### src/rtl/muldiv_pkg.sv
// Shared types and decode helpers for the iterative RV32M multiply/divide unit.
// Optional MULDIV_FAST_MUL_EN (see muldiv_unit) does not change anything in this package.
package muldiv_pkg;

    typedef enum logic [2:0] {
        OP_MUL    = 3'b000,
        OP_MULH   = 3'b001,
        OP_MULHSU = 3'b010,
        OP_MULHU  = 3'b011,
        OP_DIV    = 3'b100,
        OP_DIVU   = 3'b101,
        OP_REM    = 3'b110,
        OP_REMU   = 3'b111
    } muldiv_op_e;

    typedef enum logic [1:0] {
        IDLE = 2'b00,
        BUSY = 2'b01,
        DONE = 2'b10
    } muldiv_state_e;

    function automatic logic is_div(input muldiv_op_e op);
        return op[2];
    endfunction

    function automatic logic is_rem(input muldiv_op_e op);
        return op[2] & op[1];
    endfunction

    function automatic logic is_signed_op1(input muldiv_op_e op);
        return (op == OP_MUL) || (op == OP_MULH) || (op == OP_MULHSU) ||
               (op == OP_DIV) || (op == OP_REM);
    endfunction

    function automatic logic is_signed_op2(input muldiv_op_e op);
        return (op == OP_MUL) || (op == OP_MULH) || (op == OP_DIV) || (op == OP_REM);
    endfunction

endpackage

### src/rtl/muldiv_step.sv
// One radix-2 iteration on the {hi, lo} accumulator: shift-add for multiply,
// restoring shift-subtract for divide (remainder in hi, quotient bits enter lo).
module muldiv_step
    import muldiv_pkg::*;
#(
    parameter int XLEN = 32
) (
    input  logic                is_div_i,
    input  logic [2*XLEN-1:0]   acc_i,
    input  logic [XLEN-1:0]     operand_i,
    output logic [2*XLEN-1:0]   acc_o
);

    logic [XLEN:0] sum;
    logic [XLEN:0] rem;
    logic [XLEN:0] diff;

    // The partial remainder is always below 2*divisor, so diff[XLEN] is a clean borrow flag.
    always_comb begin
        sum  = {1'b0, acc_i[2*XLEN-1:XLEN]} + (acc_i[0] ? {1'b0, operand_i} : '0);
        rem  = acc_i[2*XLEN-1:XLEN-1];
        diff = rem - {1'b0, operand_i};
        if (is_div_i) begin
            if (diff[XLEN]) begin
                acc_o = {rem[XLEN-1:0], acc_i[XLEN-2:0], 1'b0};
            end else begin
                acc_o = {diff[XLEN-1:0], acc_i[XLEN-2:0], 1'b1};
            end
        end else begin
            acc_o = {sum, acc_i[XLEN-1:1]};
        end
    end

endmodule

### src/rtl/muldiv_unit.sv
// Iterative RV32M multiply/divide unit with valid/ready handshake and kill.
// Define MULDIV_FAST_MUL_EN to compute the four multiply ops combinationally on accept.
module muldiv_unit
    import muldiv_pkg::*;
#(
    parameter int XLEN = 32
) (
    input  logic            clk_i,
    input  logic            rst_ni,
    input  logic            valid_i,
    output logic            ready_o,
    input  logic [2:0]      op_i,
    input  logic [XLEN-1:0] operand1_i,
    input  logic [XLEN-1:0] operand2_i,
    input  logic            kill_i,
    output logic            valid_o,
    input  logic            ready_i,
    output logic [XLEN-1:0] result_o,
    output logic            busy_o
);

    localparam int CNT_W = $clog2(XLEN) + 1;
    localparam logic [XLEN-1:0] MIN_INT = {1'b1, {(XLEN-1){1'b0}}};

    muldiv_state_e      state_q, state_d;
    logic [CNT_W-1:0]   cnt_q, cnt_d;
    muldiv_op_e         op_q, op_d;
    logic               neg_q, neg_d;
    logic [2*XLEN-1:0]  acc_q, acc_d;
    logic [XLEN-1:0]    opnd_q, opnd_d;
    logic [XLEN-1:0]    result_q, result_d;

    muldiv_op_e         op_in;
    logic               sign1, sign2, accept, special;
    logic [XLEN-1:0]    mag1, mag2, special_res, final_res, div_val;
    logic [2*XLEN-1:0]  step_acc, prod;

    assign op_in  = muldiv_op_e'(op_i);
    assign sign1  = is_signed_op1(op_in) & operand1_i[XLEN-1];
    assign sign2  = is_signed_op2(op_in) & operand2_i[XLEN-1];
    assign mag1   = sign1 ? -operand1_i : operand1_i;
    assign mag2   = sign2 ? -operand2_i : operand2_i;
    assign accept = (state_q == IDLE) && valid_i && !kill_i;

`ifdef MULDIV_FAST_MUL_EN
    logic [2*XLEN-1:0] fast_prod;
    assign fast_prod = {{XLEN{sign1}}, operand1_i} * {{XLEN{sign2}}, operand2_i};
`endif

    // Requests that finish without iterating: divide by zero, signed overflow, trivial multiply.
    always_comb begin
        special     = 1'b0;
        special_res = '0;
        if (is_div(op_in)) begin
            if (operand2_i == '0) begin
                special     = 1'b1;
                special_res = is_rem(op_in) ? operand1_i : '1;
            end else if (is_signed_op1(op_in) && operand1_i == MIN_INT && operand2_i == '1) begin
                special     = 1'b1;
                special_res = is_rem(op_in) ? '0 : MIN_INT;
            end
        end else begin
`ifdef MULDIV_FAST_MUL_EN
            special     = 1'b1;
            special_res = (op_in == OP_MUL) ? fast_prod[XLEN-1:0] : fast_prod[2*XLEN-1:XLEN];
`else
            special     = (operand1_i == '0) || (operand2_i == '0);
`endif
        end
    end

    muldiv_step #(.XLEN(XLEN)) u_step (
        .is_div_i  (is_div(op_q)),
        .acc_i     (acc_q),
        .operand_i (opnd_q),
        .acc_o     (step_acc)
    );

    // Sign fixup applies to the full product, but only to the selected quotient/remainder.
    always_comb begin
        prod    = neg_q ? -step_acc : step_acc;
        div_val = is_rem(op_q) ? step_acc[2*XLEN-1:XLEN] : step_acc[XLEN-1:0];
        if (is_div(op_q)) begin
            final_res = neg_q ? -div_val : div_val;
        end else begin
            final_res = (op_q == OP_MUL) ? prod[XLEN-1:0] : prod[2*XLEN-1:XLEN];
        end
    end

    always_ff @(posedge clk_i or negedge rst_ni) begin
        if (!rst_ni) begin
            state_q <= IDLE;
        end else begin
            state_q <= state_d;
        end
    end

    always_comb begin
        state_d = state_q;
        case (state_q)
            IDLE: if (accept) state_d = special ? DONE : BUSY;
            BUSY: begin
                if (kill_i) begin
                    state_d = IDLE;
                end else if (cnt_q == CNT_W'(1)) begin
                    state_d = DONE;
                end
            end
            DONE: if (ready_i || kill_i) state_d = IDLE;
            default: state_d = IDLE;
        endcase
    end

    always_comb begin
        ready_o  = (state_q == IDLE);
        valid_o  = (state_q == DONE);
        busy_o   = (state_q != IDLE);
        result_o = result_q;
    end

    always_comb begin
        cnt_d    = cnt_q;
        op_d     = op_q;
        neg_d    = neg_q;
        acc_d    = acc_q;
        opnd_d   = opnd_q;
        result_d = result_q;
        if (accept) begin
            op_d   = op_in;
            neg_d  = (is_div(op_in) && op_in[1]) ? sign1 : (sign1 ^ sign2);
            acc_d  = {{XLEN{1'b0}}, mag1};
            opnd_d = mag2;
            if (special) begin
                cnt_d    = '0;
                result_d = special_res;
            end else begin
                cnt_d = CNT_W'(XLEN);
            end
        end else if (state_q == BUSY) begin
            if (kill_i) begin
                cnt_d = '0;
            end else begin
                acc_d = step_acc;
                cnt_d = cnt_q - CNT_W'(1);
                if (cnt_q == CNT_W'(1)) result_d = final_res;
            end
        end
    end

    always_ff @(posedge clk_i or negedge rst_ni) begin
        if (!rst_ni) begin
            cnt_q    <= '0;
            op_q     <= OP_MUL;
            neg_q    <= 1'b0;
            acc_q    <= '0;
            opnd_q   <= '0;
            result_q <= '0;
        end else begin
            cnt_q    <= cnt_d;
            op_q     <= op_d;
            neg_q    <= neg_d;
            acc_q    <= acc_d;
            opnd_q   <= opnd_d;
            result_q <= result_d;
        end
    end

endmodule

### config.mk
export PLATFORM = sky130hd
export DESIGN_NAME = muldiv_unit
export DESIGN_NICKNAME = d
export VERILOG_FILES = /design/src/rtl/muldiv_pkg.sv /design/src/rtl/muldiv_step.sv /design/src/rtl/muldiv_unit.sv
export SDC_FILE = /design/constraint.sdc
export NUM_CORES = 1
export LEC_CHECK = 0
export BUFFER_PORTS_ARGS = -buffer_cell sky130_fd_sc_hd__buf_2
export CAP_MARGIN = 20
export CORE_AREA = 2 2 177 179
export CTS_CLUSTER_DIAMETER = 150
export DETAILED_ROUTE_END_ITERATION = 16
export DIE_AREA = 0 0 179 181
export PLACE_DENSITY = 0.8
export SYNTH_ARGS = -nofsm -noshare
export SYNTH_HDL_FRONTEND = slang
export SYNTH_HIERARCHICAL = 1
export SYNTH_SLANG_ARGS = --single-unit
### constraint.sdc
create_clock -name clk_i -period 5.1 [get_ports clk_i]
set_input_delay 0.255 -clock clk_i [delete_from_list [all_inputs] [get_ports clk_i]]
set_output_delay 0.255 -clock clk_i [all_outputs]
set_load 0.02 [all_outputs]
# After elaboration in Yosys (flattened, before gate mapping)
# Index checks and enable logic that the tools add are counted.
# W data, S select, Z words.
[op_classes] bitwise_logic=5 add_sub_neg=7 n_mux=37 n_eq_ne=14 n_reduce_logical=25
[ops] cell="$mux W32" count=17
[ops] cell="$mux W64" count=6
[ops] cell="$neg A32 Y32" count=3
[ops] cell="$eq A32 B32 Y1 const B" count=2
[ops] cell="$logic_not A32 Y1" count=2
[ops] cell="$neg A64 Y64" count=1
[ops] cell="$add A32 B33 Y33" count=1
[ops] cell="$sub A33 B32 Y33" count=1
[ops] cell="$mux W6" count=4
[ops] cell="$mux W2" count=5
[ops] cell="$logic_or A1 B1 Y1" count=8
[ops] cell="$ne A2 B1 Y1 const B" count=4
[ops] cell="$eq A3 B3 Y1 const B" count=2
[ops] cell="$eq A6 B1 Y1 const B" count=1
[ops] cell="$logic_not A3 Y1" count=2
[ops] cell="$pmux W2 S3" count=1
[ops] cell="$reduce_bool A2 Y1" count=3
[ops] cell="$sub A6 B1 Y6 const B" count=1
[ops] cell="$logic_and A1 B1 Y1" count=5
[ops] cell="$and A1 B1 Y1" count=4
[ops] cell="$mux W1" count=4
[ops] cell="$reduce_and A4 Y1" count=1
[ops] cell="$eq A3 B1 Y1 const B" count=1
[ops] cell="$eq A3 B2 Y1 const B" count=1
[ops] cell="other kinds (8)" count=8
[totals] ff_bits=140 output_inout_bits=35

# Logic depth before layout (Yosys ltp)
[logic_depth] word_depth=13 ltp_mapped=24

# Hierarchy
# Netlist, hierarchy kept.
[modules_own_cells] module="muldiv_unit" area_per_inst_um2=10775.3 cells_per_inst=1383 seq_area_each_um2=3503.4 n_inst=1
[modules_own_cells] module="muldiv_step" area_per_inst_um2=4820.9 cells_per_inst=688 seq_area_each_um2=0.0 n_inst=1

# Worst setup path after synthesis
# No wires, ideal clock.
[synth_timing] path_type="register to register" start="register acc_q[31]" end="register result_q[28], in the netlist result_o[28]" setup_slack_ns=-0.030 n_path_buf=3 t_arrival_ns=5.048 setup_ns=0.082 synth_period_minus_slack_ns=5.130 t_required_ns=5.018 stages_incl_launch_ff=24 cell_sequence="dfrtp_1 > inv_1 > ha_1 > fa_1 > nor2b_1 > o31ai_1 > a21o_1 > o211ai_4 > a311o_1 > o211ai_4 > buf_6 > nand2_1 > o21ai_1 > mux2_2 > buf_2 > or4_4 > or3_1 > or3_1 > clkbuf_1 > or4_4 > o21ai_1 > xnor2_1 > nand2_1 > a31oi_1"
[synth_via] elab_chain_cells=11
[synth_lines] element="start, declared" line="muldiv_unit.sv:29" rtl="logic [2*XLEN-1:0] acc_q, acc_d;"
[synth_lines] element="start signal, assigned" line="muldiv_unit.sv:155" rtl="acc_q <= '0;"
[synth_lines] element="start signal, assigned" line="muldiv_unit.sv:162" rtl="acc_q <= acc_d;"
[synth_lines] element="$sub A33 B32 Y33" line="muldiv_step.sv:22" rtl="diff = rem - {1'b0, operand_i};"
[synth_lines] element="$mux W64 (*)" line="muldiv_step.sv:24" rtl="if (diff[XLEN]) begin"
[synth_lines] element="$mux W64 (*)" line="muldiv_step.sv:23" rtl="if (is_div_i) begin"
[synth_lines] element="via step_acc[32]" line="muldiv_unit.sv:36" rtl="logic [2*XLEN-1:0] step_acc, prod;"
[synth_lines] element="$neg A64 Y64 / $mux W32 (equally long branches)" line="muldiv_unit.sv:81, muldiv_unit.sv:82"
[synth_lines] element="$mux W64 / $neg A32 Y32 (equally long branches)" line="muldiv_unit.sv:81, muldiv_unit.sv:84"
[synth_lines] element="$mux W32 (on tied branches)" line="muldiv_unit.sv:86, muldiv_unit.sv:84"
[synth_lines] element="$mux W32 (*)" line="muldiv_unit.sv:83" rtl="if (is_div(op_q)) begin"
[synth_lines] element="$mux W32 (*)" line="muldiv_unit.sv:145" rtl="if (cnt_q == CNT_W'(1)) result_d = final_res;"
[synth_lines] element="$mux W32 (*)" line="muldiv_unit.sv:140" rtl="if (kill_i) begin"
[synth_lines] element="$mux W32 (*)" line="muldiv_unit.sv:139" rtl="end else if (state_q == BUSY) begin"
[synth_lines] element="$mux W32 (*)" line="muldiv_unit.sv:128" rtl="if (accept) begin"
[synth_lines] element="end signal, assigned" line="muldiv_unit.sv:164" rtl="result_q <= result_d;"
[synth_lines] element="end, declared" line="muldiv_unit.sv:31" rtl="logic [XLEN-1:0] result_q, result_d;"
# The timed path passes the listed nets; every way through them passes the cells marked *. The select of a mux whose other input is x is not followed.
# A chain may end at the register's enable or synchronous reset.

# Final worst setup path
[layout_timing] start="register opnd_q[0]" end="register result_q[10], in the netlist result_o[10]"
[layout_via] elab_chain_cells=11
[layout_lines] element="start, declared" line="muldiv_unit.sv:30" rtl="logic [XLEN-1:0] opnd_q, opnd_d;"
[layout_lines] element="start signal, assigned" line="muldiv_unit.sv:163" rtl="opnd_q <= opnd_d;"
[layout_lines] element="$mux W32 / $sub A33 B32 Y33 (equally long branches)" line="muldiv_step.sv:20, muldiv_step.sv:22"
[layout_lines] element="$add A32 B33 Y33 / $mux W64 (equally long branches)" line="muldiv_step.sv:20, muldiv_step.sv:24"
[layout_lines] element="$mux W64 (*)" line="muldiv_step.sv:23"
[layout_lines] element="via step_acc[32]" line="muldiv_unit.sv:36"
[layout_lines] element="$neg A64 Y64 / $mux W32 (equally long branches)" line="muldiv_unit.sv:81, muldiv_unit.sv:82"
[layout_lines] element="$mux W64 / $neg A32 Y32 (equally long branches)" line="muldiv_unit.sv:81, muldiv_unit.sv:84"
[layout_lines] element="$mux W32 (on tied branches)" line="muldiv_unit.sv:86, muldiv_unit.sv:84"
[layout_lines] element="$mux W32 (*)" line="muldiv_unit.sv:83"
[layout_lines] element="$mux W32 (*)" line="muldiv_unit.sv:145"
[layout_lines] element="$mux W32 (*)" line="muldiv_unit.sv:140"
[layout_lines] element="$mux W32 (*)" line="muldiv_unit.sv:139"
[layout_lines] element="$mux W32 (*)" line="muldiv_unit.sv:128"
# Marks and branches as above.

==> flow_metrics.env <==
export IMPL_outcome="finished with violations"
export IMPL_violations="setup timing"
export IMPL_fillerInstances=2547
export IMPL_arrival_ns=5.40
export IMPL_crit_fanout=6
export IMPL_layout_drive_gt1_share_pct=23.1
export IMPL_async_flop_share_pct=100
export IMPL_syn2layout_area_growth_pct=22.0
export IMPL_mostFrequentLayoutCells="nand2_1 (251), buf_4 (227), nor2_1 (178), o21ai_0 (156), dfrtp_1 (138)"
export IMPL_setup_tns_ns=-0.000999
export IMPL_fin_crit_sh_pct=100
export IMPL_place_area_sq_um=17700
export IMPL_drv_cap=0
export IMPL_cts_root_buf="clkbuf_16"
export IMPL_remaining_drc_errors=0
export IMPL_period_needed_ns=5.10
export IMPL_dominantRegCellSynth="dfrtp_1"
export IMPL_drt_iter0_drc=2668
export IMPL_rsz0062_at_grt="yes"
export IMPL_cp_end_kind="flip-flop"
export IMPL_setup_ws_ns=-0.000999
export IMPL_r2r_start="opnd_q[0]"
export IMPL_finalNonFillerCells=2710
export IMPL_power_density_nw_per_um2=778
export IMPL_ctsHtreeMaxLevel=4
export IMPL_finalSetupViolations=1
export IMPL_fin_area_sq_um=19000
export IMPL_yosys_warnings=6
export IMPL_placed_cells=2653
export IMPL_die_w_um=179
export IMPL_start_util_pct=51.4
export IMPL_peakVddDrop_v=0.000346
export IMPL_synth_xor_area_share_pct=10.6
export IMPL_core_sq_um=30300
export IMPL_synth_cell_types=92
export IMPL_synth_simple_area_share_pct=22.9
export IMPL_seq_area_frac_synth_pct=22.5
export IMPL_synth_fp_nets=2216
export IMPL_crit_type="flip-flop to flip-flop"
export IMPL_tightestPinTransition_ns=1.21
export IMPL_slew_viol_final=0
export IMPL_reg2reg_slack_ns=-0.001
export IMPL_cts_inserted_buffers=17
export IMPL_io_pin_count=107
export IMPL_relSlewSlack_pct=19.1
export IMPL_dpl_worst_slack_ns=-0.427
export IMPL_reg2reg_to="result_o[10]"
export IMPL_min_to="op_q[0]"
export IMPL_die_area_sq_um=32400
export IMPL_num_rows=64
export IMPL_die_h_um=181
export IMPL_total_power_mw=14.8
export IMPL_cts_tree="done"
export IMPL_hold_path_depth=3
export IMPL_grt_ovfl_total=0
export IMPL_synth_edf_count=0
export IMPL_antenna_found_initial=0
export IMPL_reg2regPathDepth=19
export IMPL_fin_skew_ns=0.0178
export IMPL_hold_violations=0
export IMPL_synth_compound_area_share_pct=27.5
export IMPL_clock_latency_ns=0.45
export IMPL_dp_final_hpwl_um=45400
export IMPL_avgSynthCellArea_sq_um=7.53
export IMPL_synth_area_sq_um=15600
export IMPL_ant_nets=0
export IMPL_wl_per_cell_um=22.8
export IMPL_cp_required_ns=5.40
export IMPL_min_path_type="input port to flip-flop"
export IMPL_cts_sinks=140
export IMPL_p_leak_nw=8.49
export IMPL_cp_start_kind="flip-flop"
export IMPL_grt_max_degree=105
export IMPL_num_nets_final=2445
export IMPL_max_clock_freq_ghz=0.196
export IMPL_clk_pin_slew_ns=0.07
export IMPL_first_pass_iters=6
export IMPL_grt_pass1_wl_um=93900
export IMPL_grt_pass1_vias=16678
export IMPL_muxShareOfSynthArea_pct=5.22
export IMPL_ctsLongestPathBuffers=2
export IMPL_grt_use_total_pct=37.3
export IMPL_wl_um=61700
export IMPL_final_common_cell="nand2_1"
export IMPL_synthCells=2071
export IMPL_synth_fa_ha_area_share_pct=5.95
export IMPL_num_vias=17922
export IMPL_gp_congestion=1.02
export IMPL_synth_top_family_by_area="compound AO/OA/AOI/OAI gates"
export IMPL_io_buffers=106
export IMPL_hold_start="op_i[0]"
export IMPL_vias_per_cell=6.61
export IMPL_synth_seq_cells=140
worst max-delay path, cell delays in order, from the launching register on:
cell       delay [ns]
dfrtp_1          0.42
ha_4             0.18
fa_2             0.37
nor2b_4          0.16
o31ai_4          0.07
a21o_1           0.23
o211ai_4         0.25
a31oi_4          0.13
o211ai_4         0.35
clkbuf_16        0.22
o21ai_2          0.05
mux2_4           0.29
or4_4            0.49
or3_4            0.34
buf_4            0.16
or3_1            0.37
o41ai_1          0.33
xnor2_1          0.11
o221ai_1         0.31
a31oi_1          0.13
what timing repair did:
| item | CTS | global route |
|---|---|---|
| pin swaps | 5 | 44 |
| setup buffers | 2 | 19 |
| hold endpoints to repair | 67 | 0 |
| hold buffers | 1 | 0 |
| resized for setup | 15 | 93 |
| endpoints found under the setup margin | 21 | 30 |
| cloned | 0 | 2 |
cells by family (layout without fill, tap and decap cells):
family | count (synthesis) | count (layout)
XOR/XNOR | 188 | 188
flip-flops | 140 | 140
AND/OR/NAND/NOR | 743 | 743
buffers and inverters | 202 | 444
other | 0 | 1
AO/OA/AOI/OAI | 648 | 648
adder cells (fa/ha/maj) | 73 | 73
multiplexers | 77 | 77
layer usage:
layer / part of all wire (%) / up-vias / wire length (um) / track usage [%]
li1: - / 8001 / - / -
met3: 12 / 236 / 7230 / 8.92
met5: 0 / - / 0 / 0
met2: 43 / 1187 / 26600 / 55.0
met1: 40 / 8498 / 24900 / 51.6
met4: 4.8 / 0 / 2980 / 16.4
registers in the layout, summed over array words and instances, names as in the netlist:
name	cells
neg_q	1
result_o	32
state_q	2
op_q	3
acc_q	64
opnd_q	32
cnt_q	6
per-stage QoR:
step	utilization [%]	hold WS (ns)
5_1_grt	62.7	0.0367
3_5_place_dp	58.5	0.427
6_report	62.7	0.0212
4_1_cts	60.7	0.0177
3_3_place_gp	58.5	0.423
2_1_floorplan	-	-0.0406
power breakdown:
part           switching (mW)  internal (mW)  total [mW]  leakage, nW
registers               0.430           1.57        2.00         1.77
logic                    6.61           4.90        11.5         6.44
clock network           0.556          0.749        1.31        0.283
worst max-delay path by stage:
stage | startpoint | endpoint | slack, ns
5_1_grt | opnd_q[0] | result_o[30] | -0.15
6_report | opnd_q[0] | result_o[10] | -0.001
3_3_place_gp | acc_q[31] | result_o[6] | -0.33
3_5_place_dp | acc_q[31] | result_o[6] | -0.43
2_1_floorplan | acc_q[31] | result_o[28] | 0.01
4_1_cts | acc_q[31] | result_o[26] | 0.00001
final cells by class:
cell class	count	area, sq um	share of cell area, %
well taps	396	495	2.60
flip-flops and latches	140	3510	18.4
diodes	1	2.50	0.0131
clock buffers	20	457	2.40
repair buffers	348	2470	13.0
multi-input cells	1729	11700	61.6
inverters	64	240	1.26
clock inverters	12	136	0.717
Yosys cell counts (7+ instances only):
cell type | n | area, sq um
or2_2 | 9 | 56.3
nor4_1 | 29 | 181
o21ai_0 | 164 | 821
or4_1 | 16 | 120
nand3b_1 | 7 | 52.6
clkbuf_1 | 108 | 405
nand2b_1 | 15 | 93.8
ha_1 | 71 | 888
xor2_1 | 81 | 709
a211oi_1 | 17 | 128
o21a_1 | 9 | 67.6
o31ai_1 | 31 | 233
nor3_1 | 55 | 275
or3_1 | 21 | 131
nor2_1 | 185 | 694
and3_1 | 18 | 113
mux2i_1 | 42 | 420
a211o_1 | 8 | 70.1
nand3_1 | 34 | 170
xnor2_1 | 107 | 937
and2_1 | 44 | 275
a21oi_2 | 11 | 96.3
a21o_1 | 39 | 293
o21bai_1 | 8 | 60.1
o21ai_1 | 14 | 70.1
nand4_1 | 19 | 119
a31oi_1 | 54 | 338
buf_1 | 10 | 37.5
a221oi_1 | 9 | 78.8
nand2_1 | 251 | 942
dfrtp_1 | 140 | 3500
nor2b_1 | 8 | 50.1
a21oi_1 | 136 | 681
inv_1 | 62 | 233
mux2_2 | 34 | 383
o41ai_1 | 18 | 158
buf_2 | 10 | 50.1
o211ai_1 | 15 | 113
a22o_1 | 33 | 289
Power figures use the tool's default switching activity.
